$ cat src/rtl/mem_arbiter_if.sv
// mem_arbiter_if: requester and memory-port bundle for mem_arbiter.
// slave is the arbiter's view; master drives requests and memory responses.
interface mem_arbiter_if #(
    parameter int ADDR_W = 32,
    parameter int LINE_W = 256
);
    logic              r0_enable_i;
    logic [ADDR_W-1:0] r0_addr_i;
    logic              r0_ack_o;
    logic [LINE_W-1:0] r0_data_o;
    logic              r1_enable_i;
    logic              r1_write_i;
    logic [ADDR_W-1:0] r1_addr_i;
    logic [LINE_W-1:0] r1_data_i;
    logic              r1_ack_o;
    logic [LINE_W-1:0] r1_data_o;
    logic              mem_enable_o;
    logic              mem_write_o;
    logic [ADDR_W-1:0] mem_addr_o;
    logic [LINE_W-1:0] mem_data_o;
    logic [LINE_W-1:0] mem_data_i;
    logic              mem_ack_i;
    logic              err_o;
    modport slave (
        input  r0_enable_i, r0_addr_i, r1_enable_i, r1_write_i, r1_addr_i, r1_data_i,
               mem_data_i, mem_ack_i,
        output r0_ack_o, r0_data_o, r1_ack_o, r1_data_o, mem_enable_o, mem_write_o,
               mem_addr_o, mem_data_o, err_o
    );
    modport master (
        output r0_enable_i, r0_addr_i, r1_enable_i, r1_write_i, r1_addr_i, r1_data_i,
               mem_data_i, mem_ack_i,
        input  r0_ack_o, r0_data_o, r1_ack_o, r1_data_o, mem_enable_o, mem_write_o,
               mem_addr_o, mem_data_o, err_o
    );
endinterface

$ cat src/rtl/mem_arbiter.sv
// mem_arbiter: round-robin share of one line-wide memory port between an
// icache (read only) and a dcache (read/write-back), with sticky timeout flag.
module mem_arbiter #(
    parameter int ADDR_W      = 32,
    parameter int LINE_W      = 256,
    parameter int TIMEOUT_CYC = 64
) (
    input logic      clk_i,
    input logic      rst_i,
    mem_arbiter_if.slave bus
);
    localparam int CW = $clog2(TIMEOUT_CYC + 1);
    typedef enum logic [1:0] {IDLE, BUSY, RESP} state_t;
    state_t            state_q, state_d;
    logic              gnt_q, gnt_d, rr_last_q, rr_last_d, win;
    logic [1:0]        mask_q, mask_d, elig;
    logic [CW-1:0]     cnt_q, cnt_d, cnt_inc;
    logic              mem_en_q, mem_en_d, mem_wr_q, mem_wr_d;
    logic [ADDR_W-1:0] mem_addr_q, mem_addr_d;
    logic [LINE_W-1:0] mem_data_q, mem_data_d, data0_q, data0_d, data1_q, data1_d;
    logic              ack0_q, ack0_d, ack1_q, ack1_d, err_q, err_d;
    always_comb begin
        elig       = {bus.r1_enable_i, bus.r0_enable_i} & ~mask_q;
        win        = (elig == 2'b11) ? ~rr_last_q : elig[1];
        cnt_inc    = (cnt_q == CW'(TIMEOUT_CYC)) ? cnt_q : cnt_q + 1'b1;
        state_d    = state_q;
        gnt_d      = gnt_q;
        rr_last_d  = rr_last_q;
        mask_d     = mask_q;
        cnt_d      = cnt_q;
        mem_en_d   = mem_en_q;
        mem_wr_d   = mem_wr_q;
        mem_addr_d = mem_addr_q;
        mem_data_d = mem_data_q;
        data0_d    = data0_q;
        data1_d    = data1_q;
        ack0_d     = 1'b0;
        ack1_d     = 1'b0;
        err_d      = err_q;
        case (state_q)
            IDLE: begin
                mask_d = '0;
                if (|elig) begin
                    state_d    = BUSY;
                    gnt_d      = win;
                    rr_last_d  = win;
                    mem_en_d   = 1'b1;
                    mem_wr_d   = win & bus.r1_write_i;
                    mem_addr_d = win ? bus.r1_addr_i : bus.r0_addr_i;
                    mem_data_d = win ? bus.r1_data_i : mem_data_q;
                end
            end
            BUSY: begin
                cnt_d = cnt_inc;
                err_d = err_q | (cnt_inc == CW'(TIMEOUT_CYC));
                if (bus.mem_ack_i) begin
                    state_d  = RESP;
                    cnt_d    = '0;
                    mem_en_d = 1'b0;
                    mem_wr_d = 1'b0;
                    ack0_d   = ~gnt_q;
                    ack1_d   = gnt_q;
                    // write completions leave the requester's read data untouched
                    data0_d  = (!mem_wr_q && !gnt_q) ? bus.mem_data_i : data0_q;
                    data1_d  = (!mem_wr_q && gnt_q) ? bus.mem_data_i : data1_q;
                end
            end
            RESP: begin
                state_d = IDLE;
                mask_d  = gnt_q ? 2'b10 : 2'b01;
            end
            default: state_d = IDLE;
        endcase
    end
    always_ff @(posedge clk_i or posedge rst_i) begin
        if (rst_i) begin
            state_q    <= IDLE;
            gnt_q      <= 1'b0;
            rr_last_q  <= 1'b1;
            mask_q     <= '0;
            cnt_q      <= '0;
            mem_en_q   <= 1'b0;
            mem_wr_q   <= 1'b0;
            mem_addr_q <= '0;
            mem_data_q <= '0;
            data0_q    <= '0;
            data1_q    <= '0;
            ack0_q     <= 1'b0;
            ack1_q     <= 1'b0;
            err_q      <= 1'b0;
        end else begin
            state_q    <= state_d;
            gnt_q      <= gnt_d;
            rr_last_q  <= rr_last_d;
            mask_q     <= mask_d;
            cnt_q      <= cnt_d;
            mem_en_q   <= mem_en_d;
            mem_wr_q   <= mem_wr_d;
            mem_addr_q <= mem_addr_d;
            mem_data_q <= mem_data_d;
            data0_q    <= data0_d;
            data1_q    <= data1_d;
            ack0_q     <= ack0_d;
            ack1_q     <= ack1_d;
            err_q      <= err_d;
        end
    end
    assign bus.mem_enable_o = mem_en_q;
    assign bus.mem_write_o  = mem_wr_q;
    assign bus.mem_addr_o   = mem_addr_q;
    assign bus.mem_data_o   = mem_data_q;
    assign bus.r0_ack_o     = ack0_q;
    assign bus.r0_data_o    = data0_q;
    assign bus.r1_ack_o     = ack1_q;
    assign bus.r1_data_o    = data1_q;
    assign bus.err_o        = err_q;
endmodule

$ cat src/flat_wrapper.sv
// flat-port wrapper written by rule: the top's interface ports become plain ports
module mem_arbiter_flat 
#(
    parameter int ADDR_W      = 32,
    parameter int LINE_W      = 256,
    parameter int TIMEOUT_CYC = 64
)
  (clk_i, rst_i, bus_r0_enable_i, bus_r0_addr_i, bus_r1_enable_i, bus_r1_write_i, bus_r1_addr_i, bus_r1_data_i, bus_mem_data_i, bus_mem_ack_i, bus_r0_ack_o, bus_r0_data_o, bus_r1_ack_o, bus_r1_data_o, bus_mem_enable_o, bus_mem_write_o, bus_mem_addr_o, bus_mem_data_o, bus_err_o);
  mem_arbiter_if #(.ADDR_W(ADDR_W), .LINE_W(LINE_W)) bus_i ();
  input logic clk_i;
  input logic rst_i;
  input wire logic [$bits(bus_i.r0_enable_i)-1:0] bus_r0_enable_i;
  input wire logic [$bits(bus_i.r0_addr_i)-1:0] bus_r0_addr_i;
  input wire logic [$bits(bus_i.r1_enable_i)-1:0] bus_r1_enable_i;
  input wire logic [$bits(bus_i.r1_write_i)-1:0] bus_r1_write_i;
  input wire logic [$bits(bus_i.r1_addr_i)-1:0] bus_r1_addr_i;
  input wire logic [$bits(bus_i.r1_data_i)-1:0] bus_r1_data_i;
  input wire logic [$bits(bus_i.mem_data_i)-1:0] bus_mem_data_i;
  input wire logic [$bits(bus_i.mem_ack_i)-1:0] bus_mem_ack_i;
  output wire logic [$bits(bus_i.r0_ack_o)-1:0] bus_r0_ack_o;
  output wire logic [$bits(bus_i.r0_data_o)-1:0] bus_r0_data_o;
  output wire logic [$bits(bus_i.r1_ack_o)-1:0] bus_r1_ack_o;
  output wire logic [$bits(bus_i.r1_data_o)-1:0] bus_r1_data_o;
  output wire logic [$bits(bus_i.mem_enable_o)-1:0] bus_mem_enable_o;
  output wire logic [$bits(bus_i.mem_write_o)-1:0] bus_mem_write_o;
  output wire logic [$bits(bus_i.mem_addr_o)-1:0] bus_mem_addr_o;
  output wire logic [$bits(bus_i.mem_data_o)-1:0] bus_mem_data_o;
  output wire logic [$bits(bus_i.err_o)-1:0] bus_err_o;
  assign bus_i.r0_enable_i = bus_r0_enable_i;
  assign bus_i.r0_addr_i = bus_r0_addr_i;
  assign bus_i.r1_enable_i = bus_r1_enable_i;
  assign bus_i.r1_write_i = bus_r1_write_i;
  assign bus_i.r1_addr_i = bus_r1_addr_i;
  assign bus_i.r1_data_i = bus_r1_data_i;
  assign bus_i.mem_data_i = bus_mem_data_i;
  assign bus_i.mem_ack_i = bus_mem_ack_i;
  assign bus_r0_ack_o = bus_i.r0_ack_o;
  assign bus_r0_data_o = bus_i.r0_data_o;
  assign bus_r1_ack_o = bus_i.r1_ack_o;
  assign bus_r1_data_o = bus_i.r1_data_o;
  assign bus_mem_enable_o = bus_i.mem_enable_o;
  assign bus_mem_write_o = bus_i.mem_write_o;
  assign bus_mem_addr_o = bus_i.mem_addr_o;
  assign bus_mem_data_o = bus_i.mem_data_o;
  assign bus_err_o = bus_i.err_o;
  mem_arbiter #(.ADDR_W(ADDR_W), .LINE_W(LINE_W), .TIMEOUT_CYC(TIMEOUT_CYC)) u_core (.clk_i(clk_i), .rst_i(rst_i), .bus(bus_i));
endmodule
$ cat config.mk
export PLATFORM = sky130hd
export DESIGN_NAME = mem_arbiter_flat
export DESIGN_NICKNAME = d
export VERILOG_FILES = /design/src/rtl/mem_arbiter_if.sv /design/src/rtl/mem_arbiter.sv /design/src/flat_wrapper.sv
export SDC_FILE = /design/constraint.sdc
export NUM_CORES = 1
export LEC_CHECK = 0
export CAP_MARGIN = 10
export CELL_PAD_IN_SITES_DETAIL_PLACEMENT = 1
export CELL_PAD_IN_SITES_GLOBAL_PLACEMENT = 1
export CORE_AREA = 2 2 547 549
export CTS_CLUSTER_SIZE = 24
export DETAILED_ROUTE_END_ITERATION = 6
export DIE_AREA = 0 0 549 551
export DONT_BUFFER_PORTS = 1
export PLACE_DENSITY_LB_ADDON = 0.1
export RECOVER_POWER = 100
export SLEW_MARGIN = 25
export SYNTH_ARGS = -nofsm -noshare
export SYNTH_HDL_FRONTEND = slang
export SYNTH_SLANG_ARGS = --single-unit
export TNS_END_PERCENT = 50
$ cat constraint.sdc
create_clock -name clk_i -period 49.7 [get_ports clk_i]
set_input_delay 2.485 -clock clk_i [delete_from_list [all_inputs] [get_ports clk_i]]
set_output_delay 2.485 -clock clk_i [all_outputs]
set_load 0.1 [all_outputs]
==> results_dict.tcl, run 1 <==
set metrics [dict create \
    syn_nets 2444 \
    status "finished with violations" \
    syn_avg_cell_area_um2 17.1 \
    hold_path_end "u_core.rr_last_q" \
    boundaryPins 1387 \
    min_path_cells 2 \
    worstPathRequired_ns 49.15 \
    placed_cell_area_um2 36900 \
    min_path_type "flop to flop" \
    routed_wl_um 161000 \
    setup.worst_path.class "input pin to async pin" \
    min-delay-start "u_core.rr_last_q" \
    skew_ns 0.0485 \
    gr-total-overflow 0 \
    setup-tns-final_ns 0 \
    r2r_slack_ns 39.36 \
    seq_area_frac_synth_pct 64.5 \
    violations "capacitance limit, slew limit" \
    arrival_ns 17.04 \
    gp_congestion 0.785 \
    initial_core_util_pct 10.7 \
    yosys_register_bits 818 \
    tritoncts "done" \
    first_iter_violations 595 \
    max_freq_mhz 56.8 \
    grt_max_degree 153 \
    cts_buffers 120 \
    ys_types 38 \
    final.fill_count 33500 \
    firstDrtPassIters 5 \
    cap_violations 66 \
    ys.flop_type "dfrtp_1" \
    drive_gt1_share_pct 35.2 \
    syn_inst 1860 \
    port_buffers 0 \
    cts.sinks 818 \
    fin_nets 2565 \
    worstMarginPinSlew_ns 9.12 \
    final.min_clock_period_ns 17.59 \
    most-common-layout-cells "817 x dfrtp_1, 527 x mux2_2, 234 x mux2_1, 122 x clkbuf_16, 120 x clkbuf_1" \
    ant_nets 0 \
    grt_pass1_vias 19100 \
    h-tree-depth 3 \
    r2r-start "u_core.bus.mem_write_o" \
    crit_fanout 104 \
    hold_violations 0 \
    cp-end-kind "async pin" \
    die_x_um 549 \
    rsz0062_at_grt "no" \
    drc 0 \
    die-area_um2 302000 \
    antenna_found_initial 122 \
    die_y_um 551 \
    wl_per_cell_um 26.4 \
    finalSetupViolations 0 \
    hpwl_um 129000 \
    slew_violations 1746 \
    cts_resized 0 \
    syn_area_um2 31700 \
    rows 200 \
    clk_pin_slew_ns 0.06 \
    final_common_cell "dfrtp_1" \
    hold_buffers 0 \
    avgViaCountPerCell 2.88 \
    grt_first_pass_wirelength_um 206000 \
    crit_path_start_kind "input pin" \
    reg2reg_depth 5 \
    coreArea_um2 296000 \
    synth_edf_count 0 \
    period_share_pct 35.4 \
    post-cts-setup-buffer-count 0 \
    vias 17500 \
    clk_latency_ns 0.84 \
    clk_path_buf_depth 4 \
    area_growth_pct 24.9 \
    r2r-end "u_core.bus.r0_data_o[129]" \
    yosys_warnings 0 \
    design_area_um2 39600 \
    synthArstFlopShare_pct 100 \
    relSlewSlack_pct -508 \
    cts-root-buf "clkbuf_16" \
    track_usage_pct 10.2 \
]
==> sequential cells by signal (all words and copies together), names as in the netlist <==
| signal | cells |
|---|---|
| u_core.bus.err_o | 1 |
| u_core.bus.mem_addr_o | 32 |
| u_core.bus.mem_data_o | 256 |
| u_core.bus.mem_enable_o | 1 |
| u_core.bus.mem_write_o | 1 |
| u_core.bus.r0_ack_o | 1 |
| u_core.bus.r0_data_o | 256 |
| u_core.bus.r1_ack_o | 1 |
| u_core.bus.r1_data_o | 256 |
| u_core.cnt_q | 7 |
| u_core.gnt_q | 1 |
| u_core.mask_q | 2 |
| u_core.rr_last_q | 1 |
| u_core.state_q | 2 |
==> area by class of cell <==
class,instances,area [um2],share of cell area [%]
clock inverter,43,469,1.18
sequential,818,20500,51.7
timing repair buffer,96,364,0.919
multi-input combinational,939,9710,24.5
tap,3939,4930,12.4
antenna,74,185,0.467
inverter,6,23.8,0.0600
clock buffer,171,3480,8.77
==> per-stage QoR <==
| step | hold WS, ns | instances | setup slack [ns] | util (%) |
|---|---|---|---|---|
| after CTS | 0.463 | 6010 | 43.92 | 13.8 |
| final | 0.462 | 6086 | 32.11 | 13.4 |
| after detailed placement | 0.453 | 5796 | 43.00 | 12.4 |
| after global placement | 0.452 | 5796 | 43.07 | 12.4 |
| after global routing | 0.492 | 6033 | 28.99 | 13.3 |
| after floorplan | 0.439 | 1860 | 24.24 | - |
==> cell usage after synthesis (2+ instances only) <==
library cell | count | area, um2
mux2_2 | 528 | 5950
ha_1 | 2 | 25.0
clkbuf_1 | 13 | 48.8
nand2_1 | 48 | 180
o21ai_0 | 42 | 210
buf_2 | 52 | 260
o31ai_1 | 2 | 15.0
nand3_1 | 4 | 20.0
nor2_1 | 9 | 33.8
nor2b_1 | 2 | 12.5
dfrtp_1 | 817 | 20400
xor2_1 | 2 | 17.5
inv_1 | 6 | 22.5
a22o_1 | 2 | 17.5
buf_6 | 27 | 304
buf_1 | 5 | 18.8
nand2b_1 | 5 | 31.3
mux2_4 | 240 | 3600
nand3b_1 | 2 | 15.0
mux2i_1 | 34 | 340
==> critical path: stages <==
cell        delay (ns)
clkinvlp_2        2.51
clkbuf_1          2.28
clkbuf_1          2.06
clkbuf_1          1.23
clkbuf_1          1.86
clkbuf_1          4.21
==> logic make-up (layout without fill, tap and decap cells) <==
family / count (synthesis) / in the layout / synth area share [%]
mux: 802 / 802 / 31.2
xor+xnor: 3 / 3 / 0.0828
compound gates: 54 / 54 / 0.962
fa+ha+maj: 2 / 2 / 0.0789
simple gates: 78 / 78 / 1.10
flops: 818 / 818 / 64.5
buf+inv: 103 / 316 / 2.06
other cells: 0 / 74 / 0
==> metal layers <==
metal	vias to the layer above	GRT usage, %	part of all wire, %
li1	6928	-	-
met1	9064	9.80	32
met2	1167	17.4	49
met3	309	7.28	16
met4	32	2.59	2.6
met5	-	0	0.13
==> worst max-delay path by stage <==
stage / from / endpoint / slack (ns)
after global placement: bus_mem_ack_i / u_core.bus.r1_data_o[162] / 43.07
after detailed placement: bus_mem_ack_i / u_core.bus.r1_data_o[152] / 43.00
final: rst_i / u_core.bus.r0_data_o[19] / 32.11
after global routing: rst_i / u_core.bus.r1_data_o[15] / 28.99
after floorplan: rst_i / u_core.bus.err_o / 24.24
after CTS: bus_mem_ack_i / u_core.bus.r1_data_o[152] / 43.92
Power of run 1 is not shown: default switching activity piles up to over one toggle a cycle in this logic, so the estimate is an artifact.
==> run 2: changes to the inputs <==
==> constraint.sdc (replaced) <==
create_clock -name clk_i -period 17.9 [get_ports clk_i]
set_input_delay 0.895 -clock clk_i [delete_from_list [all_inputs] [get_ports clk_i]]
set_output_delay 0.895 -clock clk_i [all_outputs]
set_load 0.1 [all_outputs]
==> results_dict.tcl, run 2 (synthesized netlist as in run 1, its figures left out) <==
set metrics [dict create \
    rows 200 \
    ant_nets 0 \
    final.fill_count 33500 \
    cts.sinks 818 \
    r2r-start "u_core.rr_last_q" \
    boundaryPins 1387 \
    clk_latency_ns 0.83 \
    grt_pass1_vias 19100 \
    routed_wl_um 161000 \
    initial_core_util_pct 10.7 \
    grt_max_degree 171 \
    use_met1_pct 9.90 \
    min_path_cells 1 \
    crit_path_start_kind "flop" \
    die_x_um 549 \
    hpwl_um 129000 \
    coreArea_um2 296000 \
    cap_violations 51 \
    max_freq_mhz 106 \
    r2r-end "u_core.bus.mem_data_o[228]" \
    slew_violations 1371 \
    post-cts-setup-buffer-count 0 \
    final.min_clock_period_ns 9.42 \
    violations "capacitance limit, slew limit" \
    gr-total-overflow 0 \
    hold_buffers 1 \
    met3_usage_pct 7.88 \
    most-common-layout-cells "817 x dfrtp_1, 527 x mux2_2, 235 x mux2_1, 119 x clkbuf_16, 96 x clkbuf_1" \
    track_usage_pct 10.2 \
    hold_violations 0 \
    drive_gt1_share_pct 35.7 \
    tritoncts "done" \
    wl_per_cell_um 26.4 \
    busiest_layer "met2" \
    status "finished with violations" \
    clk_path_buf_depth 4 \
    cp-end-kind "flop" \
    clk_pin_slew_ns 0.06 \
    relSlewSlack_pct -249 \
    fin_nets 2552 \
    gp_congestion 0.763 \
    port_buffers 0 \
    reg2reg_depth 5 \
    die-area_um2 302000 \
    h-tree-depth 3 \
    grt_use_met2_pct 16.8 \
    skew_ns 0.0484 \
    die_y_um 551 \
    hold_path_end "u_core.cnt_q[3]" \
    fin_hold_ws_ns 0.174 \
    cts_buffers 119 \
    worstPathRequired_ns 18.65 \
    grt_first_pass_wirelength_um 206000 \
    setup-tns-final_ns 0 \
    finalSetupViolations 0 \
    final_util_pct 13.4 \
    area_growth_pct 25.3 \
    worstMarginPinSlew_ns 5.24 \
    antenna_found_initial 114 \
    r2r_slack_ns 8.48 \
    firstDrtPassIters 4 \
    final_common_cell "dfrtp_1" \
    min-delay-start "bus_mem_ack_i" \
    rsz0062_at_grt "no" \
    cts-root-buf "clkbuf_16" \
    first_iter_violations 591 \
    setup.worst_path.class "flop to flop" \
    drc 0 \
    period_share_pct 52.6 \
    cts_resized 0 \
    vias 17400 \
    avgViaCountPerCell 2.87 \
    min_path_type "input pin to flop" \
    crit_fanout 88 \
    arrival_ns 10.17 \
]
run 2: cell count changes in the layout (fill, tap and decap cells not counted), moves of 2 or more:
cell and change:
buf_1 +2, bufinv_16 +3, clkbuf_1 -24, clkbuf_16 -3, clkbuf_8 +8, clkinv_2 -2
clkinvlp_4 -6, diode_2 +3, inv_16 +2
run 2: final cells by class:
cell class | instances | area (um2) | area share, %
inverters | 6 | 23.8 | 0.0598
well taps | 3939 | 4930 | 12.4
repair buffers | 84 | 369 | 0.928
flip-flops and latches | 818 | 20500 | 51.5
clock inverters | 39 | 557 | 1.40
diodes | 77 | 193 | 0.485
clock buffers | 170 | 3490 | 8.78
multi-input cells | 939 | 9730 | 24.5
run 2: worst max-delay path, stage by stage (launching register included):
cell and delay, ns:
dfstp_2 0.53, nand3b_1 0.14, nand3_1 0.71, clkbuf_1 3.68, clkbuf_1 3.47, mux2_2 0.64
run 2: stage by stage:
stage                     instances  setup WS, ns  cell area [um2]
after floorplan                1860          5.77            31700
after global placement         5779         13.45            36700
after detailed placement       5783         13.32            36800
after CTS                      5993         13.45            40800
after global routing           6008          7.00            39600
final                          6072          8.48            39800
run 2: worst max-delay path by stage:
stage / from / to / slack (ns) / depth (start not counted)
final: u_core.rr_last_q / u_core.bus.mem_data_o[228] / 8.48 / 5
after floorplan: rst_i / u_core.bus.err_o / 5.77 / 1
after global placement: bus_mem_ack_i / u_core.bus.r0_data_o[124] / 13.45 / 6
after detailed placement: bus_mem_ack_i / u_core.bus.r0_data_o[124] / 13.32 / 6
after CTS: u_core.state_q[1] / u_core.bus.r0_data_o[124] / 13.45 / 7
after global routing: rst_i / u_core.bus.mem_data_o[117] / 7.00 / 5
run 2: metal layers:
metal,vias up,wire (um),share of wire [%]
met2,1164,75500,47
met5,-,363,0.23
met4,56,4280,2.7
li1,6908,-,-
met3,317,29500,18
met1,8968,50900,32
Power of run 2 is left out for the same reason.
